===== config.mk =====
export PLATFORM = sky130hd
export DESIGN_NAME = regfile_wb_scheduler_flat
export DESIGN_NICKNAME = d
export VERILOG_FILES = /design/src/rtl/regfile_wb_scheduler_if.sv /design/src/rtl/regfile_wb_scheduler.sv /design/src/flat_wrapper.sv
export SDC_FILE = /design/constraint.sdc
export NUM_CORES = 1
export LEC_CHECK = 0
export ABC_AREA = 1
export BUFFER_PORTS_ARGS = -buffer_cell sky130_fd_sc_hd__buf_4
export CAP_MARGIN = 20
export CORE_ASPECT_RATIO = 1.1
export CORE_MARGIN = 4
export CORE_UTILIZATION = 45
export DETAILED_ROUTE_END_ITERATION = 7
export PLACE_DENSITY = 0.76
export SETUP_SLACK_MARGIN = 0.5
export SLEW_MARGIN = 30
export SYNTH_ARGS = -nofsm -noshare
export SYNTH_HDL_FRONTEND = slang
export SYNTH_SLANG_ARGS = --single-unit

===== constraint.sdc =====
create_clock -name clk_i -period 3.35 [get_ports clk_i]
set_clock_uncertainty 0.1 [all_clocks]
set_input_delay 0.5025 -clock clk_i [delete_from_list [all_inputs] [get_ports clk_i]]
set_output_delay 0.5025 -clock clk_i [all_outputs]
set_load 0.01 [all_outputs]

===== src/rtl/regfile_wb_scheduler_if.sv =====
// Issue/writeback handshake bundle for the register-file write-port scheduler.
// The master side is issue logic plus both writeback requesters; the slave side is the scheduler.
interface regfile_wb_scheduler_if #(
   parameter int DATA_W = 32,
   parameter int ADDR_W = 5
);
   logic              rsv_valid_i;
   logic [ADDR_W-1:0] rsv_addr_i;
   logic              rsv_ready_o;

   logic              req0_valid_i;
   logic [ADDR_W-1:0] req0_addr_i;
   logic [DATA_W-1:0] req0_data_i;
   logic              req0_ready_o;

   logic              req1_valid_i;
   logic [ADDR_W-1:0] req1_addr_i;
   logic [DATA_W-1:0] req1_data_i;
   logic              req1_ready_o;

   logic [ADDR_W-1:0] chk_addr1_i;
   logic [ADDR_W-1:0] chk_addr2_i;
   logic              hazard_o;

   modport master (
      output rsv_valid_i, rsv_addr_i,
      output req0_valid_i, req0_addr_i, req0_data_i,
      output req1_valid_i, req1_addr_i, req1_data_i,
      output chk_addr1_i, chk_addr2_i,
      input  rsv_ready_o, req0_ready_o, req1_ready_o, hazard_o
   );

   modport slave (
      input  rsv_valid_i, rsv_addr_i,
      input  req0_valid_i, req0_addr_i, req0_data_i,
      input  req1_valid_i, req1_addr_i, req1_data_i,
      input  chk_addr1_i, chk_addr2_i,
      output rsv_ready_o, req0_ready_o, req1_ready_o, hazard_o
   );
endinterface


===== src/rtl/regfile_wb_scheduler.sv =====
// Round-robin arbiter for the register-file write port, with a per-register pending
// scoreboard that drives the issue-stage hazard signal.
module regfile_wb_scheduler #(
   parameter int DATA_W      = 32,
   parameter int ADDR_W      = 5,
   parameter int MAX_PENDING = 8
) (
   input  logic                     clk_i,
   input  logic                     rst_i,
   regfile_wb_scheduler_if.slave    bus,
   output logic                     RegWrite_o,
   output logic [ADDR_W-1:0]        RDaddr_o,
   output logic [DATA_W-1:0]        RDdata_o,
   output logic [(1<<ADDR_W)-1:0]   pending_o,
   output logic [ADDR_W:0]          pending_cnt_o,
   output logic                     unres_wr_o
);

   localparam int              NUM_REGS = 1 << ADDR_W;
   localparam logic [ADDR_W:0] MAX_CNT  = (ADDR_W+1)'(MAX_PENDING);
   localparam logic [ADDR_W:0] CNT_ONE  = (ADDR_W+1)'(1);

   typedef enum logic {FAVOR_REQ0, FAVOR_REQ1} rr_e;

   rr_e                 rr_q, rr_d;
   logic [NUM_REGS-1:0] pending_q, pending_d;
   logic [ADDR_W:0]     cnt_q, cnt_d;

   logic                gnt0, gnt1;
   logic                wb_fire, wb_nonzero, wb_reserved;
   logic [ADDR_W-1:0]   wb_addr;
   logic [DATA_W-1:0]   wb_data;
   logic                rsv_ready, rsv_accept;

   // NOTE: every output of a combinational block gets a default first so no path leaves it unassigned and infers a latch.
   always_comb begin
      gnt0 = 1'b0;
      gnt1 = 1'b0;
      rr_d = rr_q;
      if (bus.req0_valid_i && bus.req1_valid_i) begin
         if (rr_q == FAVOR_REQ0) gnt0 = 1'b1;
         else                    gnt1 = 1'b1;
      end else begin
         gnt0 = bus.req0_valid_i;
         gnt1 = bus.req1_valid_i;
      end
      // Favour whoever lost; idle cycles leave the pointer alone.
      if (gnt0)      rr_d = FAVOR_REQ1;
      else if (gnt1) rr_d = FAVOR_REQ0;
   end

   assign wb_fire     = gnt0 | gnt1;
   assign wb_addr     = gnt1 ? bus.req1_addr_i : bus.req0_addr_i;
   assign wb_data     = gnt1 ? bus.req1_data_i : bus.req0_data_i;
   assign wb_nonzero  = wb_fire && (wb_addr != '0);
   assign wb_reserved = pending_q[wb_addr];

   assign rsv_ready  = (bus.rsv_addr_i == '0) ||
                       (!pending_q[bus.rsv_addr_i] && (cnt_q < MAX_CNT));
   assign rsv_accept = bus.rsv_valid_i && rsv_ready && (bus.rsv_addr_i != '0);

   always_comb begin
      pending_d = pending_q;
      cnt_d     = cnt_q;
      if (wb_nonzero && wb_reserved) pending_d[wb_addr] = 1'b0;
      if (rsv_accept)                pending_d[bus.rsv_addr_i] = 1'b1;
      // Unreserved writes clear nothing, so the count cannot underflow.
      case ({rsv_accept, wb_nonzero && wb_reserved})
         2'b10:   cnt_d = cnt_q + CNT_ONE;
         2'b01:   cnt_d = cnt_q - CNT_ONE;
         default: cnt_d = cnt_q;
      endcase
   end

   // NOTE: sequential state uses non-blocking assignments so every flop samples pre-edge values.
   always_ff @(posedge clk_i) begin
      if (rst_i) begin
         // NOTE: the scoreboard is a flop vector, not a RAM, so it is cleared by reset like any other state.
         rr_q       <= FAVOR_REQ0;
         pending_q  <= '0;
         cnt_q      <= '0;
         RegWrite_o <= 1'b0;
         RDaddr_o   <= '0;
         RDdata_o   <= '0;
         unres_wr_o <= 1'b0;
      end else begin
         rr_q       <= rr_d;
         pending_q  <= pending_d;
         cnt_q      <= cnt_d;
         RegWrite_o <= wb_nonzero;
         unres_wr_o <= wb_nonzero && !wb_reserved;
         if (wb_nonzero) begin
            RDaddr_o <= wb_addr;
            RDdata_o <= wb_data;
         end
      end
   end

   assign bus.rsv_ready_o  = rsv_ready;
   assign bus.req0_ready_o = gnt0;
   assign bus.req1_ready_o = gnt1;
   assign bus.hazard_o     = pending_q[bus.chk_addr1_i] | pending_q[bus.chk_addr2_i];
   assign pending_o        = pending_q;
   assign pending_cnt_o    = cnt_q;

endmodule


===== src/flat_wrapper.sv =====
// flat-port wrapper written by rule: the top's interface ports become plain ports
module regfile_wb_scheduler_flat 
#(
   parameter int DATA_W      = 32,
   parameter int ADDR_W      = 5,
   parameter int MAX_PENDING = 8
)
  (clk_i, rst_i, RegWrite_o, RDaddr_o, RDdata_o, pending_o, pending_cnt_o, unres_wr_o, bus_rsv_valid_i, bus_rsv_addr_i, bus_req0_valid_i, bus_req0_addr_i, bus_req0_data_i, bus_req1_valid_i, bus_req1_addr_i, bus_req1_data_i, bus_chk_addr1_i, bus_chk_addr2_i, bus_rsv_ready_o, bus_req0_ready_o, bus_req1_ready_o, bus_hazard_o);
  regfile_wb_scheduler_if #(.DATA_W(DATA_W), .ADDR_W(ADDR_W)) bus_i ();
  input  logic clk_i;
  input  logic rst_i;
  output logic RegWrite_o;
  output logic [ADDR_W-1:0] RDaddr_o;
  output logic [DATA_W-1:0] RDdata_o;
  output logic [(1<<ADDR_W)-1:0] pending_o;
  output logic [ADDR_W:0] pending_cnt_o;
  output logic unres_wr_o;
  input wire logic [$bits(bus_i.rsv_valid_i)-1:0] bus_rsv_valid_i;
  input wire logic [$bits(bus_i.rsv_addr_i)-1:0] bus_rsv_addr_i;
  input wire logic [$bits(bus_i.req0_valid_i)-1:0] bus_req0_valid_i;
  input wire logic [$bits(bus_i.req0_addr_i)-1:0] bus_req0_addr_i;
  input wire logic [$bits(bus_i.req0_data_i)-1:0] bus_req0_data_i;
  input wire logic [$bits(bus_i.req1_valid_i)-1:0] bus_req1_valid_i;
  input wire logic [$bits(bus_i.req1_addr_i)-1:0] bus_req1_addr_i;
  input wire logic [$bits(bus_i.req1_data_i)-1:0] bus_req1_data_i;
  input wire logic [$bits(bus_i.chk_addr1_i)-1:0] bus_chk_addr1_i;
  input wire logic [$bits(bus_i.chk_addr2_i)-1:0] bus_chk_addr2_i;
  output wire logic [$bits(bus_i.rsv_ready_o)-1:0] bus_rsv_ready_o;
  output wire logic [$bits(bus_i.req0_ready_o)-1:0] bus_req0_ready_o;
  output wire logic [$bits(bus_i.req1_ready_o)-1:0] bus_req1_ready_o;
  output wire logic [$bits(bus_i.hazard_o)-1:0] bus_hazard_o;
  assign bus_i.rsv_valid_i = bus_rsv_valid_i;
  assign bus_i.rsv_addr_i = bus_rsv_addr_i;
  assign bus_i.req0_valid_i = bus_req0_valid_i;
  assign bus_i.req0_addr_i = bus_req0_addr_i;
  assign bus_i.req0_data_i = bus_req0_data_i;
  assign bus_i.req1_valid_i = bus_req1_valid_i;
  assign bus_i.req1_addr_i = bus_req1_addr_i;
  assign bus_i.req1_data_i = bus_req1_data_i;
  assign bus_i.chk_addr1_i = bus_chk_addr1_i;
  assign bus_i.chk_addr2_i = bus_chk_addr2_i;
  assign bus_rsv_ready_o = bus_i.rsv_ready_o;
  assign bus_req0_ready_o = bus_i.req0_ready_o;
  assign bus_req1_ready_o = bus_i.req1_ready_o;
  assign bus_hazard_o = bus_i.hazard_o;
  regfile_wb_scheduler #(.DATA_W(DATA_W), .ADDR_W(ADDR_W), .MAX_PENDING(MAX_PENDING)) u_core (.clk_i(clk_i), .rst_i(rst_i), .bus(bus_i), .RegWrite_o(RegWrite_o), .RDaddr_o(RDaddr_o), .RDdata_o(RDdata_o), .pending_o(pending_o), .pending_cnt_o(pending_cnt_o), .unres_wr_o(unres_wr_o));
endmodule

Yosys cells after proc, flatten, opt, wreduce, memory -nomap -nowiden
Index checks and enable logic that the tools add are counted.
- register bits after elaboration: 78
- bits of input ports: 94
- output and inout bits: 81
- logic and storage cells: 63
- add/sub/neg operators: 2
- $lt $le $gt $ge: 7
- equal/unequal tests: 2
- muxes and demuxes: 23
- bitwise operators: 5
- reduce and logical (&&, ||, !) cells: 17
- operator list (operator ; number):
    $mux W32 ; 3
    $and A32 B32 Y32 ; 1
    $not A32 Y32 ; 1
    $or A32 B32 Y32 ; 1
    $lt A5 B6 Y1 const B ; 4
    $bmux W1 S5 ; 4
    $mux W1 ; 12
    $pmux W6 S2 ; 1
    $demux W1 S5 ; 2
    $ge A5 B1 Y1 const B ; 2
    $reduce_bool A5 Y1 ; 2
    $logic_and A1 B1 Y1 ; 9
    $add A6 B1 Y6 const B ; 1
    $lt A6 B4 Y1 const B ; 1
    $sub A6 B1 Y6 const B ; 1
    $logic_not A5 Y1 ; 1
    $mux W5 ; 1
    $reduce_bool A2 Y1 ; 2
    $eq A2 B1 Y1 const B ; 1
    $eq A2 B2 Y1 const B ; 1
    $logic_not A1 Y1 ; 2
    $or A1 B1 Y1 ; 2
    $logic_or A1 B1 Y1 ; 1

Logic depth before layout (Yosys ltp)
Gate-level depths: netlist (run 1).
- depth in word-level cells: 12
- gate-level depth with buffers: 29
- depth with buffers taken out: 26

Least setup slack after synthesis (run 1)
OpenSTA, ideal clock, no wires.
- path type: input to register
- start point: in bus_req0_valid_i
- end point: reg u_core.cnt_q[4] (netlist: u_core.pending_cnt_o[4])
- library setup time: 0.115 ns
- data arrival time: 3.232 ns
- data required time: 3.135 ns
- path slack: -0.098 ns
- stages: 25
- path buffers: 4
- path through: nand2_1 > nand2_2 > buf_6 > o21ai_2 > inv_2 > buf_4 > nand2_1 > nand2_1 > nand2_1 > nand2_1 > nor2_4 > buf_6 > nand2_1 > nor2_1 > ha_1 > clkbuf_1 > xor2_1 > ha_1 > nor2_1 > o21ai_0 > nand2_1 > nand2_1 > xor2_1 > o21ai_0 > inv_1
- longest elaborated chain between the ends: 8
- elaborated cells on any way between the ends: 14
- those cells by class: 2 x eq/ne; 6 x mux; 1 x bitwise; 5 x reduce/logical
- RTL lines (element ; RTL line ; text):
    start: declaration ; flat_wrapper.sv:20 ; input wire logic [$bits(bus_i.req0_valid_i)-1:0] bus_req0_valid_i;
    $logic_and A1 B1 Y1 ; regfile_wb_scheduler.sv:40 ; if (bus.req0_valid_i && bus.req1_valid_i) begin
    $mux W1 ; regfile_wb_scheduler.sv:40 ;
    $mux W5 ; regfile_wb_scheduler.sv:53 ; assign wb_addr = gnt1 ? bus.req1_addr_i : bus.req0_addr_i;
    $bmux W1 S5 / $reduce_bool A5 Y1 (equally long branches) ; regfile_wb_scheduler.sv:56, regfile_wb_scheduler.sv:55 ;
    $mux W1 (not written as such) / $logic_and A1 B1 Y1 (equally long branches) ; regfile_wb_scheduler.sv:56, regfile_wb_scheduler.sv:55 ;
    $logic_and A1 B1 Y1 (*) ; regfile_wb_scheduler.sv:68 ; case ({rsv_accept, wb_nonzero && wb_reserved})
    $eq A2 B1 Y1 / $eq A2 B2 Y1 (equally long branches) ; regfile_wb_scheduler.sv:68 ;
    $pmux W6 S2 / $reduce_bool A2 Y1 (equally long branches) ; -- ;
    end signal: assignment ; regfile_wb_scheduler.sv:89 ; cnt_q <= cnt_d;
    end: declaration ; regfile_wb_scheduler.sv:27 ; logic [ADDR_W:0] cnt_q, cnt_d;
Mark *: on every way between the ends. The rest lies on a longest branch, timed or not. The select of a mux whose other input is x is not followed.
A chain may end at the register's enable or synchronous reset.

Worst setup path in the final report (run 1)
- start point: reg u_core.rr_q
- end point: reg u_core.cnt_q[5] (netlist: u_core.pending_cnt_o[5])
- longest elaborated chain between the ends: 8
- elaborated cells on any way between the ends: 15
- those cells by class: 2 x eq/ne; 8 x mux; 1 x bitwise; 4 x reduce/logical
- RTL lines (element ; RTL line ; text):
    start: declaration ; regfile_wb_scheduler.sv:25 ; rr_e rr_q, rr_d;
    start signal: assignment ; regfile_wb_scheduler.sv:87 ; rr_q <= rr_d;
    $mux W1 ; regfile_wb_scheduler.sv:41 ; if (rr_q == FAVOR_REQ0) gnt0 = 1'b1;
    $mux W1 ; regfile_wb_scheduler.sv:40 ;
    $mux W5 ; regfile_wb_scheduler.sv:53 ;
    $bmux W1 S5 / $reduce_bool A5 Y1 (equally long branches) ; regfile_wb_scheduler.sv:56, regfile_wb_scheduler.sv:55 ;
    $mux W1 (not written as such) / $logic_and A1 B1 Y1 (equally long branches) ; regfile_wb_scheduler.sv:56, regfile_wb_scheduler.sv:55 ;
    $logic_and A1 B1 Y1 (*) ; regfile_wb_scheduler.sv:68 ;
    $eq A2 B1 Y1 / $eq A2 B2 Y1 (equally long branches) ; regfile_wb_scheduler.sv:68 ;
    $pmux W6 S2 / $reduce_bool A2 Y1 (equally long branches) ; -- ;
Marks and branches as above.

==> results of run 1 <==
Yosys cell counts (2+ instances only):
library cell / count / area (µm²)
nor2_4: 2 / 22.5
nand3_1: 61 / 305
buf_4: 4 / 30.0
o211ai_1: 5 / 37.5
ha_1: 3 / 37.5
a21oi_1: 65 / 325
xnor2_1: 2 / 17.5
o21ai_2: 3 / 26.3
nand4_1: 31 / 194
inv_2: 3 / 11.3
a31oi_1: 32 / 200
nor2_1: 62 / 233
buf_2: 10 / 50.1
nor3_1: 8 / 40.0
xor2_1: 5 / 43.8
inv_1: 72 / 270
a221oi_1: 2 / 17.5
a22oi_1: 15 / 113
o21ai_0: 70 / 350
clkbuf_1: 26 / 97.6
a211oi_2: 4 / 50.1
buf_6: 8 / 90.1
nand2_2: 5 / 31.3
dfxtp_1: 78 / 1560
buf_1: 2 / 7.51
nand2_1: 228 / 856
placed cells by master (no fill, tap or decap), types with 3 or more instances in the layout:
cell / count
a31oi_1: 32
nor2_1: 59
clkbuf_16: 9
o21ai_2: 3
a21oi_1: 65
inv_2: 6
nor2_2: 3
nand2_4: 5
nor3_1: 8
a211oi_2: 4
dfxtp_1: 77
o211ai_1: 5
o21ai_1: 4
inv_1: 67
nor2_4: 3
buf_4: 197
nand3_2: 5
nand4_1: 31
o21ai_0: 65
a22oi_1: 15
nand3_1: 55
xor2_1: 4
buf_12: 4
nand2_1: 213
nand2_8: 6
nand2_2: 12
final timing paths:
check / from / end / slack [ns] / cells after the start
max: u_core.rr_q / u_core.pending_cnt_o[5] / 0.45 / 22
min: bus_req0_data_i[10] / u_core.RDdata_o[10] / 0.33 / 3
max reg2reg: u_core.rr_q / u_core.pending_cnt_o[5] / 0.45 / 22
min reg2reg: u_core.pending_cnt_o[5] / u_core.pending_cnt_o[5] / 0.39 / 2
through the flow:
stage / utilization (%) / hold slack (ns)
finish: 64.9 / 0.328
global route: 64.9 / 0.332
CTS: 63.7 / 0.326
detailed placement: 60.0 / 0.383
global placement: 60.0 / 0.381
floorplan: - / 0.388
kinds of logic after synthesis:
logic type,Yosys count,synth area share (%)
buffers and inverters,126,11.0
AO/OA/AOI/OAI,203,23.1
XOR/XNOR,7,1.20
adder cells (fa/ha/maj),3,0.737
flip-flops,78,30.7
AND/OR/NAND/NOR,399,33.3
sequential cells by signal (all words and copies together) (netlist names):
signal                count
u_core.unres_wr_o         1
u_core.pending_o         32
u_core.RDaddr_o           5
u_core.RegWrite_o         1
u_core.RDdata_o          32
u_core.pending_cnt_o      6
u_core.rr_q               1
tightest hold or removal path: cells and delay by family:
kind / cells / cell delay (ns)
simple gates: 1 / 0.05
compound gates: 1 / 0.07
buf+inv: 1 / 0.11
metal layers:
| layer | track usage (%) | wire, µm |
|---|---|---|
| met1 | 38.2 | 7400 |
| met2 | 46.6 | 9400 |
| met3 | 5.92 | 1860 |
| met4 | 14.7 | 894 |
| met5 | 0 | 0 |
final cells by class:
class	count	area share, %
multi-input cells	615	45.2
inverters	76	4.06
clock inverters	5	0.578
repair buffers	203	22.1
well taps	147	2.57
clock buffers	11	3.54
flip-flops and latches	78	21.9
power by group:
group	switching [mW]	total [mW]	leakage [nW]	internal, mW
registers	0.0870	1.10	0.641	1.02
logic	0.721	1.23	2.42	0.505
clock network	0.421	0.968	0.138	0.548
total	1.23	3.30	3.20	2.07
timing repair:
item	in CTS	in global routing
cloned	3	0
resized for setup	14	30
endpoints found under the setup margin	5	5
buffers inserted	2	2
pin swaps	3	26
==> summary.md, run 1 <==
| Metric | Value |
|---|---|
| CP peak stage delay | `0.33 ns` |
| Largest net degree at the start of global routing | `43` |
| Post-synth EDFFs | `0` |
| Synth Warn # | `0` |
| Yosys cell types | `36` |
| Area Overhead vs Synth | `40.3%` |
| Crit Path Class | `flop to flop` |
| Fillers | `1,054` |
| Max-Cap Viols | `0` |
| First-pass GRT wire length | `30,600 µm` |
| Tmin final | `2.90 ns` |
| Setup WS pre-CTS | `0.0654 ns` |
| Async SR Flop Fraction | `0%` |
| Buffers and inverters on the worst path | `3` |
| IR drop worst, VDD | `388 µV` |
| Routability Congestion | `0.989` |
| Antenna violations before repair | `0` |
| Initial Util | `46.3%` |
| TritonCTS Buffers | `9` |
| Max H-tree Level | `3` |
| Ant diodes | `0` |
| Die Y | `120 µm` |
| Avg Cell Area, Syn | `6.24 µm²` |
| Final Cell Area | `7140 µm²` |
| Slew headroom | `64.3%` |
| Root Driver | `clkbuf_16` |
| Antenna viol nets, final | `0` |
| Period Utilization, post-route | `86.7%` |
| Worst endpoint required time | `3.48 ns` |
| Clk slew on worst S/H paths | `0.07 ns` |
| Worst setup EP type | `flop` |
| Grt ovf | `0` |
| Final TNS setup | `0 ns` |
| Worst Path Arrival | `3.04 ns` |
| TritonCTS clock tree | `built` |
| Initial DRT Pass Iterations | `5` |
| Worst min path class | `primary input to flop` |
| Clock Path Buffers | `2` |
| Crit path max fanout | `7` |
| Predominant post-synthesis flop cell | `dfxtp_1` |
| Sequential area share after synthesis | `30.7%` |
| Via count | `6,403` |
| Row count | `40` |
| Multi-input logic area | `3230 µm²` |
| Mapped Nets | `913` |
| Clock tree sinks | `78` |
| Crit path cell chain | `inv_4 -> nand2_8 -> nand2_8 -> nand2_8 -> buf_6 -> nand3_2 -> nand2_2 -> nand2_1 -> nand2_1 -> nand2_1 -> nand2_2 -> nor2_4 -> nand2_4 -> nor2_4 -> ha_4 -> buf_4 -> xor2_1 -> nand2_2 -> o21ai_2 -> nand3_2 -> o21ai_1 -> a21oi_1` |
| Worst path slowest cell | `dfxtp_2` |
| Worst-Margin Slew | `0.535 ns` |
| Pwr Density | `462 nW/µm²` |
| Die width | `109 µm` |
| Vias in the first global route | `5,944` |
| Final WL | `19,500 µm` |
| Fin cells | `1,135` |
| Final Hold Vio Count | `0` |
| I/O Buffers | `174` |
| Placed Instances | `1,112` |
| Core area | `11,000 µm²` |
| Latest clock arrival within the worst-skew pair | `0.35 ns` |
| Die area | `13,100 µm²` |
| Vias per cell | `5.64` |
| Crit path max-delay family | `simple AND/OR/NAND/NOR gates` |
| RSZ-0062 raised after global routing | `true` |
| WL per Instance | `17.2 µm` |
| Leak | `3.20 nW` |
| Synth Register Bits | `78` |
| Dpl cell area | `6610 µm²` |
| Total power | `3.30 mW` |
| Fin. max-slew vios | `0` |
| Nets | `1,080` |
| Status | `finished, final reports clean` |
| Mapped Cells | `816` |
| Post-DP HPWL | `13,700 µm` |
| Mapped Area | `5090 µm²` |
| Fraction of layout cells with a size suffix above 1 | `27.9%` |
| DR iter-0 viols | `633` |
| Remaining DRCs | `0` |
| Final setup fails | `0` |
| Nature of the critical path startpoint | `flop` |
| Top Ports | `175` |
| Max Clock Freq | `0.344 GHz` |
| Flip-flop and latch area | `1560 µm²` |
| Final worst slack | `0.445 ns` |
| Hold bufs inserted after CTS | `0` |
| GRT Total Usage | `29.6%` |
Power figures use the tool's default switching activity.
==> run 2, diff against run 1 <==
CORE_UTILIZATION = 47   (was 45)
CTS_BUF_LIST = sky130_fd_sc_hd__clkbuf_8   (was default)
PLACE_DENSITY = 0.79   (was 0.76)
==> summary.md, run 2 (same netlist as run 1, synthesis figures left out) <==
| Metric | Value |
|---|---|
| Most frequent cells in the layout | `nand2_1 (217), buf_4 (208), dfxtp_1 (77)` |
| Die Y | `117 µm (-2.0%)` |
| Die area | `12,600 µm² (-4.0%)` |
| Worst min path class | `primary input to flop` |
| Area Overhead vs Synth | `40.6%` |
| TritonCTS clock tree | `built` |
| Die width | `107 µm (-2.0%)` |
| Core area | `10,500 µm² (-4.7%)` |
| TritonCTS Buffers | `9 (unchanged)` |
| Root Driver | `clkbuf_8` |
| Post-DP HPWL | `13,300 µm (-2.4%)` |
| Row count | `39 (-2.5%)` |
| Grt ovf | `0 (unchanged)` |
| Worst endpoint required time | `3.49 ns (about the same)` |
| Reg2reg end | `u_core.pending_cnt_o[5]` |
| Worst Path Arrival | `3.11 ns (+0.07 ns)` |
| Clock tree sinks | `78 (unchanged)` |
| Final Hold Vio Count | `0 (unchanged)` |
| Final WL | `19,200 µm (-2.0%)` |
| Hold bufs inserted after CTS | `0 (unchanged)` |
| Pwr Density | `452 nW/µm² (-2.2%)` |
| Status | `finished, final reports clean` |
| Initial DRT Pass Iterations | `6 (+1)` |
| Period Utilization, post-route | `88.8% (+2.1 points)` |
| I/O Buffers | `174 (unchanged)` |
| R2R cell count | `24 (+9.1%)` |
| Vias per cell | `5.63 (-0.15%)` |
| Final worst slack | `0.374 ns (-0.0708 ns)` |
| Latest clock arrival within the worst-skew pair | `0.36 ns (about the same)` |
| Setup crit start | `u_core.rr_q` |
| CP peak stage delay | `0.37 ns (+0.04 ns)` |
| Initial Util | `48.5% (+2.3 points)` |
| Reg-to-reg setup timing slack | `0.37 ns (-0.07 ns)` |
| Tmin final | `2.98 ns (+0.0708 ns)` |
| Commonest non-fill, non-tap cell in the layout | `nand2_1` |
| Antenna viol nets, final | `0 (unchanged)` |
| Setup WS pre-CTS | `0.0448 ns (-0.0206 ns)` |
| Worst setup EP type | `flop` |
| Remaining DRCs | `0 (unchanged)` |
| Crit Path Class | `flop to flop` |
| Worst-Margin Slew | `0.901 ns (+0.366 ns)` |
| GRT Total Usage | `29.2% (-0.41 points)` |
| Antenna violations before repair | `0 (unchanged)` |
| Final setup fails | `0 (unchanged)` |
| Crit path max fanout | `10 (+3)` |
| RR Startpoint | `u_core.rr_q` |
| IR drop worst, VDD | `499 µV (+28%)` |
| WL per Instance | `16.8 µm (-2.6%)` |
| Max H-tree Level | `3 (unchanged)` |
| Ant diodes | `0 (unchanged)` |
| Clk slew on worst S/H paths | `0.09 ns (+0.02 ns)` |
| Max Clock Freq | `0.336 GHz (-2.4%)` |
| Vias in the first global route | `5,806 (-2.3%)` |
| Largest net degree at the start of global routing | `74 (+72%)` |
| Top Ports | `175 (unchanged)` |
| Fillers | `926 (-12%)` |
| Crit path cell chain | `inv_4 -> nand2_8 -> nand2_8 -> nand2_2 -> o21ai_4 -> buf_6 -> nand2_1 -> nand2_1 -> nand2_1 -> nand2_2 -> nor2_4 -> nand2_4 -> nor2_4 -> ha_4 -> xor2_2 -> nand2_1 -> nand2_1 -> nand2_1 -> nand2_2 -> nand2_2 -> o21ai_1 -> nand3_1 -> o21ai_1 -> a21oi_1` |
| Clock Path Buffers | `2 (unchanged)` |
| Routability Congestion | `0.941 (-4.9%)` |
| Max-Cap Viols | `0 (unchanged)` |
| RSZ-0062 raised after global routing | `true` |
| Nets | `1,091 (+1.0%)` |
| Via count | `6,433 (+0.47%)` |
| Worst path slowest cell | `dfxtp_2` |
| Fraction of layout cells with a size suffix above 1 | `28.5% (+0.59 points)` |
| Nature of the critical path startpoint | `flop` |
| Final TNS setup | `0 ns (unchanged)` |
| Slew headroom | `39.6% (-25 points)` |
| First-pass GRT wire length | `29,100 µm (-5.0%)` |
| Most used cell, CP | `nand2_1` |
| Worst setup path end | `u_core.pending_cnt_o[5]` |
| Leak | `3.23 nW (+0.94%)` |
| DR iter-0 viols | `729 (+15%)` |
| Fin. max-slew vios | `0 (unchanged)` |
## run 2: cell types whose count changed in the layout (fill, tap and decap cells not counted), moves of 2 or more
cell,change
clkinv_4,-2
clkbuf_16,-9
inv_1,-2
o21ai_1,+2
nand2_1,+4
a22oi_1,-2
clkbuf_8,+7
a22oi_2,+2
nand2_2,-3
bufinv_16,+3
buf_4,+11
## run 2: power by group
group          leakage (nW)  switching [mW]  internal [mW]
registers             0.641          0.0856           1.02
clock network         0.120           0.373          0.499
logic                  2.47           0.732          0.529
## run 2: how the worst min path moves through the flow
stage                     slack, ns                       to  cells after the start                    start
final                          0.32      u_core.RDdata_o[26]                      3      bus_req0_data_i[26]
after global routing           0.31      u_core.RDdata_o[31]                      3      bus_req0_data_i[31]
after floorplan                0.39              u_core.rr_q                      3              u_core.rr_q
after CTS                      0.31      u_core.RDdata_o[26]                      3      bus_req0_data_i[26]
after detailed placement       0.38  u_core.pending_cnt_o[5]                      2  u_core.pending_cnt_o[5]
after global placement         0.39  u_core.pending_cnt_o[5]                      2  u_core.pending_cnt_o[5]
## run 2: layer usage
layer	wire length (µm)	part of all wire, %	track usage (%)	vias to the layer above
met1	7280	38	36.4	2912
met2	9280	48	49.4	343
met3	1800	9.4	5.27	72
met4	803	4.2	13.2	0
met5	0	0	0	-
li1	-	-	-	3106
## run 2: through the flow
stage               util [%]  power [mW]  cells  instance area [µm²]  hold slack [ns]
global placement        62.8        2.24   1108                 6590            0.386
floorplan                  -        1.85    816                 5170            0.388
finish                  68.3        3.23   1142                 7160            0.316
global route            68.3        3.41   1142                 7160            0.313
CTS                     65.7        3.14   1128                 6890            0.305
detailed placement      62.8        2.24   1108                 6590            0.384
## run 2: cell type report
class / instances / area (µm²) / area share [%]
clock inverter: 7 / 120 / 1.68
tap: 143 / 179 / 2.50
sequential: 78 / 1560 / 21.8
inverter: 76 / 294 / 4.11
multi-input combinational: 614 / 3210 / 44.8
clock buffer: 9 / 124 / 1.73
timing repair buffer: 215 / 1670 / 23.3
## run 2: timing repair
action | 4_1_cts | 5_1_grt
endpoints found under the setup margin | 5 | 5
gates resized for setup | 6 | 41
setup buffers | 3 | 13
pin swaps | 1 | 21
cloned | 1 | 1
## run 2: critical path: cells and delay by family (launching register included)
kind	cells	cell delay, ns
and+or+nand+nor	16	1.40
AOI/OAI and AO/OA	4	0.42
DFF	1	0.37
buffers and inverters	2	0.19
adders and majority gates	1	0.18
xor gates and xnor gates	1	0.17
